[config.mk]
export PLATFORM = sky130hd
export DESIGN_NAME = dq_burst_sequencer
export DESIGN_NICKNAME = d
export VERILOG_FILES = /design/src/rtl/dq_burst_sequencer.sv
export SDC_FILE = /design/constraint.sdc
export NUM_CORES = 1
export LEC_CHECK = 0
export BUFFER_PORTS_ARGS = -buffer_cell sky130_fd_sc_hd__buf_2
export CAP_MARGIN = 40
export CORE_MARGIN = 2
export CORE_UTILIZATION = 59
export DETAILED_ROUTE_END_ITERATION = 10
export PLACE_DENSITY = 0.89
export SETUP_SLACK_MARGIN = 0.15
export SYNTH_ARGS = -nofsm -noshare
export SYNTH_HDL_FRONTEND = slang
export SYNTH_SLANG_ARGS = --single-unit
[constraint.sdc]
create_clock -name CLK -period 4.97 [get_ports CLK]
set_clock_uncertainty 0.2 [all_clocks]
set_input_delay 0.994 -clock CLK [delete_from_list [all_inputs] [get_ports CLK]]
set_output_delay 0.994 -clock CLK [all_outputs]
set_load 0.05 [all_outputs]
[src/rtl/dq_burst_sequencer.sv]
// ---------------------------------------------------------------------------
// dq_burst_sequencer
//
// Turns WR/RD column-command issue pulses into the DQ data-phase strobes.
// Each accepted command waits its programmed latency in an in-order queue,
// then drives an 8-beat burst (wr_en or rd_en with the beat index on
// COL_choice).  A one-cycle clear follows each run of back-to-back bursts.
// A bus-free tracker rejects any command whose data phase would overlap the
// data phase already booked on the shared DQ bus.
//
// Cycle numbering: an issue pulse sampled at rising edge t books beat k
// (k = 0..7) to be visible right after rising edge t+LAT+k.
//
// Ports:
//   CLK         in   system clock, rising edge
//   RST         in   synchronous active-high reset
//   wr_issue    in   WR column command issued (single-cycle pulse)
//   rd_issue    in   RD column command issued (single-cycle pulse)
//   wr_en       out  drive write beat COL_choice onto DQ
//   rd_en       out  capture read beat COL_choice from DQ
//   clear       out  one-cycle datapath clear after a burst run
//   COL_choice  out  beat index 0..7 within the active burst
//   burst_last  out  high on beat 7
//   busy        out  queue not empty or data FSM not idle
//   queue_full  out  outstanding (not yet started) entries == PEND_DEPTH
//   cmd_err     out  sticky rejected-command flag, cleared only by RST
// ---------------------------------------------------------------------------
module dq_burst_sequencer #(
    parameter int WR_LAT     = 10,
    parameter int RD_LAT     = 12,
    parameter int PEND_DEPTH = 4
) (
    input  logic       CLK,
    input  logic       RST,
    input  logic       wr_issue,
    input  logic       rd_issue,
    output logic       wr_en,
    output logic       rd_en,
    output logic       clear,
    output logic [2:0] COL_choice,
    output logic       burst_last,
    output logic       busy,
    output logic       queue_full,
    output logic       cmd_err
);

    localparam int OW = $clog2(PEND_DEPTH + 1);
    localparam int IW = $clog2(PEND_DEPTH);

    localparam logic [5:0]    WR_LAT_C = 6'(WR_LAT);
    localparam logic [5:0]    RD_LAT_C = 6'(RD_LAT);
    localparam logic [OW-1:0] DEPTH_C  = OW'(PEND_DEPTH);

    localparam logic DIR_WR = 1'b0;
    localparam logic DIR_RD = 1'b1;

    typedef enum logic [1:0] {
        ST_IDLE  = 2'd0,
        ST_BURST = 2'd1,
        ST_CLR   = 2'd2
    } state_e;

    // Countdown ageing: saturates at zero once the entry is due.
    function automatic logic [4:0] age_cnt(input logic [4:0] c);
        logic [4:0] r;
        if (c != 5'd0) begin
            r = c - 5'd1;
        end else begin
            r = c;
        end
        return r;
    endfunction

    state_e        state_q, state_d;
    logic [2:0]    col_q, col_d;
    logic          adir_q, adir_d;
    logic [5:0]    free_q, free_d;
    logic [OW-1:0] occ_q, occ_d;
    logic          qdir_q [PEND_DEPTH];
    logic          qdir_d [PEND_DEPTH];
    logic [4:0]    qcnt_q [PEND_DEPTH];
    logic [4:0]    qcnt_d [PEND_DEPTH];
    logic          cmd_err_q, cmd_err_d;
    logic          wr_en_q, wr_en_d;
    logic          rd_en_q, rd_en_d;
    logic          clear_q, clear_d;
    logic          last_q, last_d;
    logic          busy_q, busy_d;
    logic          full_q, full_d;

    logic [5:0]    lat_s;
    logic          accept_s;
    logic          reject_s;
    logic          start_s;
    logic [OW-1:0] slot_s;
    logic [IW-1:0] wr_idx_s;

    // Command admission, bus-free tracker and sticky error.
    always_comb begin
        lat_s    = rd_issue ? RD_LAT_C : WR_LAT_C;
        // A command fits only if its first beat lands at or after the first free bus cycle.
        accept_s = (wr_issue ^ rd_issue) && (lat_s >= free_q) && (occ_q != DEPTH_C);
        reject_s = (wr_issue || rd_issue) && !accept_s;
        start_s  = (occ_q != {OW{1'b0}}) && (qcnt_q[0] == 5'd0);
        if (accept_s) begin
            free_d = lat_s + 6'd7;
        end else if (free_q != 6'd0) begin
            free_d = free_q - 6'd1;
        end else begin
            free_d = free_q;
        end
        cmd_err_d = cmd_err_q || reject_s;
    end

    // Queue next-state: age every entry, shift on pop, append on push.
    always_comb begin
        for (int i = 0; i < PEND_DEPTH - 1; i++) begin
            if (start_s) begin
                qcnt_d[i] = age_cnt(qcnt_q[i+1]);
                qdir_d[i] = qdir_q[i+1];
            end else begin
                qcnt_d[i] = age_cnt(qcnt_q[i]);
                qdir_d[i] = qdir_q[i];
            end
        end
        // The top slot becomes a stale copy after a pop; occupancy masks it.
        qcnt_d[PEND_DEPTH-1] = age_cnt(qcnt_q[PEND_DEPTH-1]);
        qdir_d[PEND_DEPTH-1] = qdir_q[PEND_DEPTH-1];
        // Push lands behind the surviving entries, accounting for a same-cycle pop.
        slot_s   = occ_q - {{(OW-1){1'b0}}, start_s};
        wr_idx_s = slot_s[IW-1:0];
        if (accept_s) begin
            qcnt_d[wr_idx_s] = 5'(lat_s - 6'd1);
            qdir_d[wr_idx_s] = rd_issue ? DIR_RD : DIR_WR;
        end else begin
            qcnt_d[0] = qcnt_d[0];
        end
        occ_d = occ_q + {{(OW-1){1'b0}}, accept_s} - {{(OW-1){1'b0}}, start_s};
    end

    // Data FSM next-state and decoded next values of the registered outputs.
    always_comb begin
        state_d = state_q;
        col_d   = col_q;
        adir_d  = adir_q;
        case (state_q)
            ST_IDLE: begin
                if (start_s) begin
                    state_d = ST_BURST;
                    col_d   = 3'd0;
                    adir_d  = qdir_q[0];
                end else begin
                    col_d   = 3'd0;
                end
            end
            ST_BURST: begin
                if (col_q == 3'd7) begin
                    col_d = 3'd0;
                    if (start_s) begin
                        // Seamless hand-over: next burst follows with no clear.
                        state_d = ST_BURST;
                        adir_d  = qdir_q[0];
                    end else begin
                        state_d = ST_CLR;
                    end
                end else begin
                    col_d = col_q + 3'd1;
                end
            end
            ST_CLR: begin
                col_d = 3'd0;
                if (start_s) begin
                    state_d = ST_BURST;
                    adir_d  = qdir_q[0];
                end else begin
                    state_d = ST_IDLE;
                end
            end
            default: begin
                state_d = ST_IDLE;
                col_d   = 3'd0;
                adir_d  = DIR_WR;
            end
        endcase
        wr_en_d = (state_d == ST_BURST) && (adir_d == DIR_WR);
        rd_en_d = (state_d == ST_BURST) && (adir_d == DIR_RD);
        clear_d = (state_d == ST_CLR);
        last_d  = (state_d == ST_BURST) && (col_d == 3'd7);
        busy_d  = (occ_d != {OW{1'b0}}) || (state_d != ST_IDLE);
        full_d  = (occ_d == DEPTH_C);
    end

    // State, queue and output registers; reset aborts everything silently.
    always_ff @(posedge CLK) begin
        if (RST) begin
            state_q   <= ST_IDLE;
            col_q     <= 3'd0;
            adir_q    <= DIR_WR;
            free_q    <= 6'd0;
            occ_q     <= {OW{1'b0}};
            cmd_err_q <= 1'b0;
            wr_en_q   <= 1'b0;
            rd_en_q   <= 1'b0;
            clear_q   <= 1'b0;
            last_q    <= 1'b0;
            busy_q    <= 1'b0;
            full_q    <= 1'b0;
            for (int i = 0; i < PEND_DEPTH; i++) begin
                qcnt_q[i] <= 5'd0;
                qdir_q[i] <= DIR_WR;
            end
        end else begin
            state_q   <= state_d;
            col_q     <= col_d;
            adir_q    <= adir_d;
            free_q    <= free_d;
            occ_q     <= occ_d;
            cmd_err_q <= cmd_err_d;
            wr_en_q   <= wr_en_d;
            rd_en_q   <= rd_en_d;
            clear_q   <= clear_d;
            last_q    <= last_d;
            busy_q    <= busy_d;
            full_q    <= full_d;
            for (int i = 0; i < PEND_DEPTH; i++) begin
                qcnt_q[i] <= qcnt_d[i];
                qdir_q[i] <= qdir_d[i];
            end
        end
    end

    assign wr_en      = wr_en_q;
    assign rd_en      = rd_en_q;
    assign clear      = clear_q;
    assign COL_choice = col_q;
    assign burst_last = last_q;
    assign busy       = busy_q;
    assign queue_full = full_q;
    assign cmd_err    = cmd_err_q;

endmodule
After elaboration in Yosys (flattened, before gate mapping)
Memory sizes are Yosys's and may differ from the RTL's.
Cells that the tools add are included.
{"block": "op_classes", "n_eq_ne": 8, "div_mod_pow": 0, "n_mux": 44, "multipliers": 0, "n_bitwise": 11, "reduce_logical": 24, "addsub": 11, "order_cmp": 3, "shift": 0}
{"operator": "$mux W5", "n": 13}
{"operator": "$bwmux W20", "n": 1}
{"operator": "$reduce_bool A5 Y1", "n": 4}
{"operator": "$sub A5 B1 Y5 const B", "n": 4}
{"operator": "$mux W1", "n": 15}
{"operator": "$mux W15", "n": 1}
{"operator": "$mux W6", "n": 2}
{"operator": "$demux W5 S2", "n": 1}
{"operator": "$eq A3 B3 Y1 const B", "n": 3}
{"operator": "$mux W3", "n": 3}
{"operator": "$logic_and A1 B1 Y1", "n": 8}
{"operator": "$or A1 B1 Y1", "n": 8}
{"operator": "$ge A4 B6 Y1", "n": 1}
{"operator": "$mux W2", "n": 3}
{"operator": "$pmux W2 S3", "n": 1}
{"operator": "$reduce_bool A3 Y1", "n": 2}
{"operator": "$reduce_bool A6 Y1", "n": 1}
{"operator": "$sub A6 B1 Y6 const B", "n": 1}
{"operator": "$add A4 B3 Y5 const B", "n": 1}
{"operator": "$logic_not A5 Y1", "n": 1}
{"operator": "$sub A4 B1 Y5 const B", "n": 1}
{"operator": "$bwmux W4", "n": 1}
{"operator": "$eq A2 B1 Y1 const B", "n": 2}
{"operator": "$eq A2 B2 Y1 const B", "n": 2}
{"operator": "other kinds (18)", "n": 21}
{"block": "word_totals", "output_inout_bits": 10, "word_cells": 115, "ramBits": 24, "mem_bits_ro": 0, "register_bits": 22, "memories": 2, "latchBits": 0}
{"name": "qcnt_q", "words": 4, "word_bits": 5, "rd": 4, "rd_clocked_by_memory_dff": 0, "write_ports": 4, "line": "81", "text": "logic [4:0] qcnt_q [PEND_DEPTH];"}
{"name": "qdir_q", "words": 4, "word_bits": 1, "rd": 4, "rd_clocked_by_memory_dff": 0, "write_ports": 4, "line": "79", "text": "logic qdir_q [PEND_DEPTH];"}

Depth between registers and ports, before layout
Gate-level depths: netlist of the first run.
An unclocked memory read counts as a cell.
{"block": "depth", "depth_word": 12, "depth_mapped": 17, "depth_no_buf": 15}

Least setup slack after synthesis of the first run
No wires, ideal clock.
{"block": "synth_path", "path_kind": "in2reg", "startpoint": "input port rd_issue", "endpoint": "register busy_q (netlist: busy)", "stages": 17, "arrival_ns": 3.863, "required_ns": 4.642, "slack_ns": 0.779, "cell_sequence": "clkbuf_1 inv_1 ha_1 nand3b_1 nand4b_1 and2_1 clkbuf_1 inv_2 ha_1 inv_1 ha_1 fa_1 xnor2_1 xnor2_1 o21ai_0 nor4b_1 nor2_1"}
{"block": "synth_between", "elab_chain_cells": 8, "elab_cells_between_ends": 9, "classes_between": "2 x add/sub; 1 x order compare; 1 x mux; 1 x bitwise; 4 x reduce/logical"}
{"item": "from (decl)", "line": "36", "text": "input logic rd_issue,"}
{"item": "$mux W3", "line": "100", "text": "lat_s = rd_issue ? RD_LAT_C : WR_LAT_C;"}
{"item": "$ge A4 B6 Y1", "line": "102", "text": "accept_s = (wr_issue ^ rd_issue) && (lat_s >= free_q) && (occ_q != DEPTH_C);"}
{"item": "$logic_and A1 B1 Y1 (*) (2 in series)", "line": "102"}
{"item": "$add A3 B1 Y3 (*)", "line": "138", "text": "occ_d = occ_q + {{(OW-1){1'b0}}, accept_s} - {{(OW-1){1'b0}}, start_s};"}
{"item": "$sub A3 B1 Y3 (*)", "line": "138"}
{"item": "$reduce_bool A3 Y1 (*)", "line": "189", "text": "busy_d = (occ_d != {OW{1'b0}}) || (state_d != ST_IDLE);"}
{"item": "$logic_or A1 B1 Y1 (*)", "line": "189"}
{"item": "to (signal assigned)", "line": "223", "text": "busy_q <= busy_d;"}
{"item": "to (decl)", "line": "88", "text": "logic busy_q, busy_d;"}
Mark *: on every way between the ends. The rest lies on a longest branch, timed or not.
A chain may end at the register's enable or synchronous reset.

Worst setup path after layout of the first run
Ends and elaborated chain as after synthesis.

==> metrics.txt, run 1 <==
Simple-Gate Fraction of Synth Area 24.9%; Worst setup SP type input port; CTS H-tree depth 2; CP max FO 10; CTS tree yes; DRC 0; leading area contributor after synthesis dfxtp_1; Mapped Cells roughly 270; mux cell area share after synthesis under 10%; core area approximately 3900 um2; Clk network pwr share around 13%; post-layout min period between 4 and 5 ns; top-count cell post-synth dfxtp_1; Gate power share a little under three fifths; RSZ-0062 raised after global routing no; top area cells in the synthesized netlist dfxtp_1, ha_1, nor2_1; Switching Fraction 43.5%; WHS Path Cells 2; share of the synthesized area in the top cell type between 30% and 40%; vias per inst 5.63; CTS clk-pin slew, worst paths around 0.08 ns; gr ovfl total 0; post-route worst setup slack roughly 0.9 ns; Seq pwr share between 30% and 40%; VDD IR max a little over 0.4 mV; max_cap viols 0; Avg Synthesized Cell Area around 8.8 um2; diode count 0; switching pwr around 770 uW; FF+latch area between 900 and 1000 um2; WL per Instance roughly 14 um; Final Hold Fails 0; most frequent cells after synthesis dfxtp_1, nor2_1, nand2_1, inv_1, a21oi_1; Max-Slew Margin vs Limit 44.3%; Total Wirelength 4.56 mm; cell internal pwr 1000 uW; die height approximately 68 um; Pwr Density 698 nW/um2; initial antenna violation count 0; Initial DRC Count 79; fin. max-slew vios 0; Crit Path Class in -> reg; Synth Area in Compound Gates 12.5%; first-pass GRT wire length 7.69 mm; vias in the first global route 1,734; prevailing post-synth register cell dfxtp_1; Final setup viols 0; Final GP Congestion between 0.9 and 1; Synth Warn # 0; CTS buffer count 5; Post-Syn Area around 2400 um2; Distinct cells, synth 52; Setup crit end kind flop; CTS root buffer clkbuf_8; Post-CTS Hold Fix Bufs 0; Resize count post-CTS 0; dpl ws approximately 0.64 ns; Worst Reg-to-Reg Cells 14; Adder-Cell Fraction of Synth Area under 10%; largest family of logic cells by synthesized area simple AND/OR/NAND/NOR gates; worst-skew pair later-pin latency between 0.2 and 0.3 ns; ys async rst share 0%; fill count 308; 1st-pass router iterations 4; I/O Pins 14; Worst Tran Pin Value roughly 0.8 ns; Die X roughly 68 um; die area around 4600 um2; clk sinks between 40 and 50; Seq/Total Area, Yosys between 30% and 40%; Multi-input gate area 1320 um2; syn nets slightly below 300; arrival time worst endpoint around 4.0 ns; starting density of the core ~61%; EDFF count, synth 0; via count between 1.5k and 2k; postcts setup bufs 0; Final TNS setup 0 ns; GRT Util Overall between 20% and 30%; Layout Nets between 300 and 400; Post-Synth XOR/XNOR Area about 4.8%; Final ANT Viol Nets 0; FF+latch count, synth 46; Area Growth Syn to Fin 6.28%; Min-Delay Path Class reg -> reg; # rows 23; static leakage about 0.0011 uW; share of layout cells above drive strength 1 between 10% and 20%; Req. time, crit path 4.93 ns; Fmax achieved 247 MHz; CTS max path bufs 2; status completed; Tcrit/Tclk final between 80% and 90%; pin count of the biggest net entering global routing 42; port buffer count 13; Detail Placement HPWL approximately 3.3 mm
==> routing by layer <==
layer | GRT usage [%] | routed length, um | up-vias
met4 | 9.95 | 95 | 0
li1 | - | - | 964
met1 | 27.2 | 2010 | 866
met3 | 5.33 | 183 | 10
met5 | 0 | 0 | -
met2 | 37.3 | 2270 | 39
==> logic make-up after synthesis <==
kind of cell	after synthesis
xor+xnor	13
mux	11
simple gates	114
buf+inv	31
compound gates	43
fa+ha+maj	15
flops	46
==> worst paths after layout <==
path,to,slack [ns],startpoint
setup / recovery,busy,0.92,rd_issue
hold / removal,cmd_err,0.27,cmd_err
setup reg to reg,busy,1.07,qcnt_q[0][0]
hold reg to reg,cmd_err,0.27,cmd_err
==> worst max-delay path: stages <==
cell and delay, ns:
buf_2 0.18, inv_1 0.11, ha_1 0.31, o311a_1 0.27
and2_1 0.31, inv_2 0.11, ha_1 0.29, inv_1 0.04
ha_1 0.18, fa_1 0.38, xnor2_1 0.19, xnor2_1 0.18
o21ai_0 0.12, nor4b_1 0.27, nor2_1 0.06
==> placed cells by master (no fill, tap or decap), types with 2 or more instances in the layout <==
master and instances:
nor2b_1 5, a31oi_1 3, nand2_2 3, and3_1 5, xnor2_1 10, nor4b_1 4
clkbuf_8 5, mux2i_1 5, nand4b_1 2, a311oi_2 4, ha_1 14, a211oi_1 2
inv_1 19, nand4_1 2, clkinv_4 2, or2_1 2, and2_1 4, nand2_1 22
a21oi_1 15, o21ai_0 9, xor2_1 3, nor2_1 29, buf_2 13, nand2b_1 4
dfxtp_1 46, nand3_1 4, nor3_1 14, nand3b_1 2, mux2_2 4, or3_1 4
nor4_1 4
==> power groups by stage <==
stage               registers, uW  clock network, uW  logic [uW]
floorplan                     601                  0         790
finish                        575                222         976
global placement              576                  0         936
global route                  589                240        1100
CTS                           574                229         977
detailed placement            581                  0         966
==> flip-flops by register name, indices dropped and copies added (netlist names), named ones only <==
signal,cells
COL_choice,3
adir_q,1
burst_last,1
busy,1
clear,1
cmd_err,1
free_q,6
occ_q,3
qcnt_q,20
qdir_q,3
queue_full,1
rd_en,1
state_q,2
wr_en,1
==> per-stage QoR <==
stage / instances / total power (uW) / hold slack, ns / utilization [%] / area, um2
after floorplan: 273 / 1390 / 0.246 / - / 2390
after global placement: 326 / 1510 / 0.243 / 62.3 / 2450
after detailed placement: 326 / 1550 / 0.261 / 62.3 / 2450
after CTS: 334 / 1780 / 0.281 / 64.5 / 2540
after global routing: 334 / 1930 / 0.305 / 64.5 / 2540
final: 334 / 1770 / 0.274 / 64.5 / 2540
==> layout make-up <==
| type | count | area share (%) |
|---|---|---|
| clock buffers | 6 | 2.86 |
| clock inverters | 2 | 0.542 |
| inverters | 21 | 3.30 |
| multi-input cells | 196 | 52.0 |
| flip-flops and latches | 46 | 36.2 |
| well taps | 50 | 2.46 |
| repair buffers | 13 | 2.56 |
(Power assumes the default switching activity.)
==> inputs of run 2 (changes only) <==
==> constraint.sdc (replaced) <==
create_clock -name CLK -period 3.97 [get_ports CLK]
set_clock_uncertainty 0.2 [all_clocks]
set_input_delay 0.794 -clock CLK [delete_from_list [all_inputs] [get_ports CLK]]
set_output_delay 0.794 -clock CLK [all_outputs]
set_load 0.05 [all_outputs]
==> run 2 against run 1 <==
Net effect: register-to-register slack got worse by 0.66 ns; critical endpoint unchanged; sequential cell count did not move; sequential share of layout area fell by 0.87 points.
==> metrics.txt, run 2 (same netlist as run 1, synthesis figures left out) <==
first-pass GRT wire length 7.79 mm (+1.4%); clk sinks 46 (unchanged); Min-Delay Path Class reg -> reg; CTS max path bufs 2 (unchanged); via count 1,905 (+1.4%); Clk network pwr share 14.5% (+2.0 points); Worst Tran Pin Value 0.792 ns (-0.0317 ns); Final setup viols 0 (unchanged); initial antenna violation count 0 (unchanged); Pwr Density 893 nW/um2 (+28%); starting density of the core 60.6% (unchanged); CTS buffer count 5 (unchanged); VDD IR max 0.519 mV (+27%); Multi-input gate area 1330 um2 (+0.19%); Final TNS setup 0 ns (unchanged); pin count of the biggest net entering global routing 42 (unchanged); Initial DRC Count 98 (+24%); CTS tree yes; diode count 0 (unchanged); WL per Instance 13.4 um (-1.9%); Setup crit end kind flop; Tcrit/Tclk final 91.4%; Gate power share 54.6% (-0.4 points); status completed; Fmax achieved about 280 MHz; CTS clk-pin slew, worst paths 0.08 ns (about the same); CP max FO 10 (unchanged); Largest Register qcnt_q; vias in the first global route 1,789 (+3.2%); Final Hold Fails 0 (unchanged); share of layout cells above drive strength 1 14.5% (+1.5 points); fill count 292 (-5.2%); FF+latch area 921 um2 (unchanged); GRT Util Overall 23.1% (+0.76 points); core area 3940 um2 (unchanged); Largest regs qcnt_q: 20 flops, free_q: 6 flops; Seq pwr share 30.8% (-1.6 points); CTS root buffer clkbuf_8; gr ovfl total 0 (unchanged); CTS H-tree depth 2 (unchanged); Detail Placement HPWL 3.35 mm (+1.5%); Post-CTS Hold Fix Bufs 0 (unchanged); most frequent cells in the layout dfxtp_1, nor2_1, nand2_1; post-layout min period ~3.6 ns; I/O Pins 14 (unchanged); Req. time, crit path 3.94 ns (-0.99 ns); # rows 23 (unchanged); RSZ-0062 raised after global routing no; Final ANT Viol Nets 0 (unchanged); fin. max-slew vios 0 (unchanged); die area 4580 um2 (unchanged); DRC 0 (unchanged); cell internal pwr 1360 uW (+35%); static leakage 0.00111 uW (+3.1%); max reg flops 20 (unchanged); R2R Setup Slk 0.41 ns (-0.66 ns); Max-Slew Margin vs Limit 46.4% (+2.1 points); arrival time worst endpoint 3.60 ns (-0.41 ns); most common cell after layout, fill and taps aside dfxtp_1; Total Wirelength 4.54 mm (-0.39%); vias per inst 5.62 (-0.11%); die height 67.7 um (unchanged); Crit Path Class in -> reg; Area Growth Syn to Fin 8.90%; worst-skew pair later-pin latency 0.30 ns (about the same); switching pwr 969 uW (+26%); Die X 67.7 um (unchanged); Final GP Congestion 0.849 (-9.2%); 1st-pass router iterations 4 (unchanged); port buffer count 13 (unchanged); max_cap viols 0 (unchanged); Worst setup SP type input port; Fin Hold WS 0.279 ns (+0.00496 ns); Switching Fraction 41.7% (-1.8 points); Layout Nets 307 (+1.7%)
## run 2: critical path, cell delays in order
cell	delay, ns
clkbuf_4	0.18
inv_1	0.10
ha_1	0.28
nand3b_1	0.08
nand4b_1	0.13
and2_4	0.16
inv_2	0.06
ha_1	0.27
inv_1	0.04
ha_1	0.18
fa_1	0.38
xnor2_1	0.15
xnor2_1	0.26
o21ai_0	0.14
nor4b_1	0.34
nor2_1	0.06
## run 2: routing by layer
layer	track usage (%)	routed length (um)	vias to the layer above
met5	0	0	-
met4	11.7	99	0
met3	5.17	191	9
met2	40.0	2280	45
met1	26.5	1970	874
li1	-	-	977
## run 2: power groups by stage
stage	logic (uW)	clock network [uW]	registers (uW)
floorplan	991	0	753
global placement	1190	0	719
detailed placement	1240	0	725
CTS	1250	342	714
global route	1440	358	735
finish	1270	337	717
## run 2: layout make-up
class,instances,area share (%)
Sequential cell,46,35.4
Tap cell,50,2.40
Clock inverter,1,1.15
Multi-Input combinational cell,196,50.9
Timing Repair Buffer,18,4.04
Inverter,21,3.22
Clock buffer,7,2.93
## run 2: worst paths after layout
check,start,endpoint,cells past startpoint
max reg2reg,qcnt_q[0][0],busy,14
min,cmd_err,cmd_err,2
min reg2reg,cmd_err,cmd_err,2
max,rd_issue,busy,16
## run 2: stage by stage
stage                     util [%]  cell area [um2]  total power (uW)  worst slack, ns  instances
after CTS                     65.7             2590              2310            0.355        338
after global placement        63.0             2480              1910            0.251        330
after detailed placement      63.0             2480              1970           0.0562        330
after floorplan                  -             2390              1740            0.169        273
final                         66.0             2600              2320            0.341        339
after global routing          66.0             2600              2530            0.139        339
## run 2: what timing repair did
item,4_1_cts,5_1_grt
resized for setup,0,2
endpoints found under the hold margin,0,0
setup endpoints to repair,0,1
buffers inserted,0,1
==> inputs of run 3 (changes only) <==
--- a/config.mk
+++ b/config.mk
@@ -8,9 +8,9 @@
 export BUFFER_PORTS_ARGS = -buffer_cell sky130_fd_sc_hd__buf_2
 export CAP_MARGIN = 40
 export CORE_MARGIN = 2
-export CORE_UTILIZATION = 59
+export CORE_UTILIZATION = 60
 export DETAILED_ROUTE_END_ITERATION = 10
-export PLACE_DENSITY = 0.89
+export PLACE_DENSITY = 0.9
 export SETUP_SLACK_MARGIN = 0.15
 export SYNTH_ARGS = -nofsm -noshare
 export SYNTH_HDL_FRONTEND = slang
==> run 3 against run 2 <==
Net effect: final cell count decreased by 0.88%; sequential share of layout area increased by 0.41 points; register-to-register slack improved by 0.09 ns; critical path depth decreased by 1; worst setup slack got worse by 0.012 ns; via count increased by 1.0%; first-iteration DRC count decreased by 11%; cell area decreased by 1.2%; highest routed layer unchanged.
==> metrics.txt, run 3 (same netlist as run 1, synthesis figures left out) <==
status completed; WL per Instance 13.6 um (+1.2%); DRC 0 (unchanged); vias in the first global route 1,800 (+0.61%); Tcrit/Tclk final 91.7% (+0.31 points); CTS tree yes; Final GP Congestion 0.834 (-1.8%); Fmax achieved 275 MHz (-0.33%); Layout Nets 306 (-0.33%); Setup crit end kind flop; arrival time worst endpoint 3.60 ns (about the same); Die X 67.1 um (-0.79%); GRT met3 Usage 6.25% (+1.1 points); RSZ-0062 raised after global routing no; I/O Pins 14 (unchanged); Post-DP Area 2480 um2 (-0.10%); VDD IR max 0.486 mV (-6.4%); die height 67.1 um (-0.79%); starting density of the core 63.9% (+3.2 points); Final ANT Viol Nets 0 (unchanged); 1st-pass router iterations 4 (unchanged); die area 4510 um2 (-1.6%); Worst setup SP type input port; post-layout min period 3.64 ns (+0.0122 ns); Top Usage Layer GRT met2; vias per inst 5.73 (+2.0%); initial antenna violation count 0 (unchanged); core area 3740 um2 (-5.0%); diode count 0 (unchanged); fin. max-slew vios 0 (unchanged); Design Area, Final 2570 um2 (-1.2%); Largest Register qcnt_q; CTS H-tree depth 2 (unchanged); pin count of the biggest net entering global routing 42 (unchanged); Area Growth Syn to Fin 7.64%; Crit Path Class in -> reg; Largest regs qcnt_q: 20 flops, free_q: 6 flops; most frequent cells in the layout dfxtp_1, nor2_1, nand2_1; via count 1,925 (+1.0%); Max-Slew Margin vs Limit 46.0% (-0.43 points); Post-CTS Hold Fix Bufs 0 (unchanged); GRT Util Overall 23.8% (+0.71 points); met2 Use GR 39.1% (-0.84 points); Final Hold Fails 0 (unchanged); Pwr Density 882 nW/um2 (-1.2%); most common cell after layout, fill and taps aside dfxtp_1; Tot Pwr 2270 uW (-2.3%); met1 Use GR 29.5% (+3.0 points); first-pass GRT wire length 8.05 mm (+3.3%); # rows 22 (-4.3%); Worst Tran Pin Value 0.799 ns (+0.00640 ns); CP max FO 10 (unchanged); CTS buffer count 5 (unchanged); max reg flops 20 (unchanged); static leakage 0.00109 uW (-1.1%); max_cap viols 0 (unchanged); Total Wirelength 4.55 mm (+0.31%); CTS clk-pin slew, worst paths 0.08 ns (about the same); Initial DRC Count 87 (-11%); Final Util 68.8% (+2.7 points); clk sinks 46 (unchanged); postcts setup bufs 0 (unchanged); gr ovfl total 0 (unchanged); Resize count post-CTS 0 (unchanged); port buffer count 13 (unchanged); Min-Delay Path Class reg -> reg; Final TNS setup 0 ns (unchanged); Final setup viols 0 (unchanged); Detail Placement HPWL 3.26 mm (-2.7%); share of layout cells above drive strength 1 14.2% (-0.30 points); CTS root buffer clkbuf_8; CTS max path bufs 2 (unchanged); Req. time, crit path 3.93 ns (about the same); worst-skew pair later-pin latency 0.30 ns (about the same)
-- run 3: changes by cell type in the layout (fill, tap and decap cells not counted), sizes merged --
cell    before  now
clkbuf       8    7
bufinv       1    0
clkinv       1    2
-- run 3: area by class of cell --
cell class / instances / area (um2)
fill: 301 / 1170
clock buffer: 7 / 86.3
multi-input combinational: 196 / 1320
tap: 48 / 60.1
clock inverter: 1 / 5.00
inverter: 21 / 83.8
sequential: 46 / 921
timing repair buffer: 17 / 95.1
-- run 3: worst paths after layout --
path / slack (ns) / endpoint / from / cells past startpoint
worst max register to register: 0.50 / busy / qcnt_q[0][0] / 14
worst min-delay path: 0.29 / cmd_err / cmd_err / 2
worst max-delay path: 0.33 / busy / rd_issue / 15
worst min register to register: 0.29 / cmd_err / cmd_err / 2
-- run 3: where the power goes --
part           switching (uW)  leakage [uW]  total, uW  internal (uW)
logic                     715      0.000668       1260            545
clock network             149     0.0000482        290            140
registers                 115      0.000378        721            607
-- run 3: through the flow --
step                      hold slack (ns)  worst slack [ns]  instances
after floorplan                     0.246             0.169        273
after global placement              0.270             0.224        328
after detailed placement            0.277            0.0628        328
after CTS                           0.290             0.339        336
after global routing                0.303             0.164        336
final                               0.287             0.329        336
-- run 3: per-layer routing --
metal	share of wire [%]	vias to the layer above
li1	-	977
met1	44	901
met2	49	36
met3	4.4	11
met4	2.3	0
met5	0	-
-- run 3: worst max-delay path, stage by stage --
cell,delay [ns]
buf_2,0.19
inv_1,0.11
ha_1,0.31
o311a_1,0.20
and2_1,0.19
inv_2,0.09
ha_1,0.28
inv_1,0.04
ha_1,0.18
fa_1,0.37
xnor2_1,0.19
xnor2_1,0.18
o21ai_0,0.13
nor4b_1,0.27
nor2_1,0.07
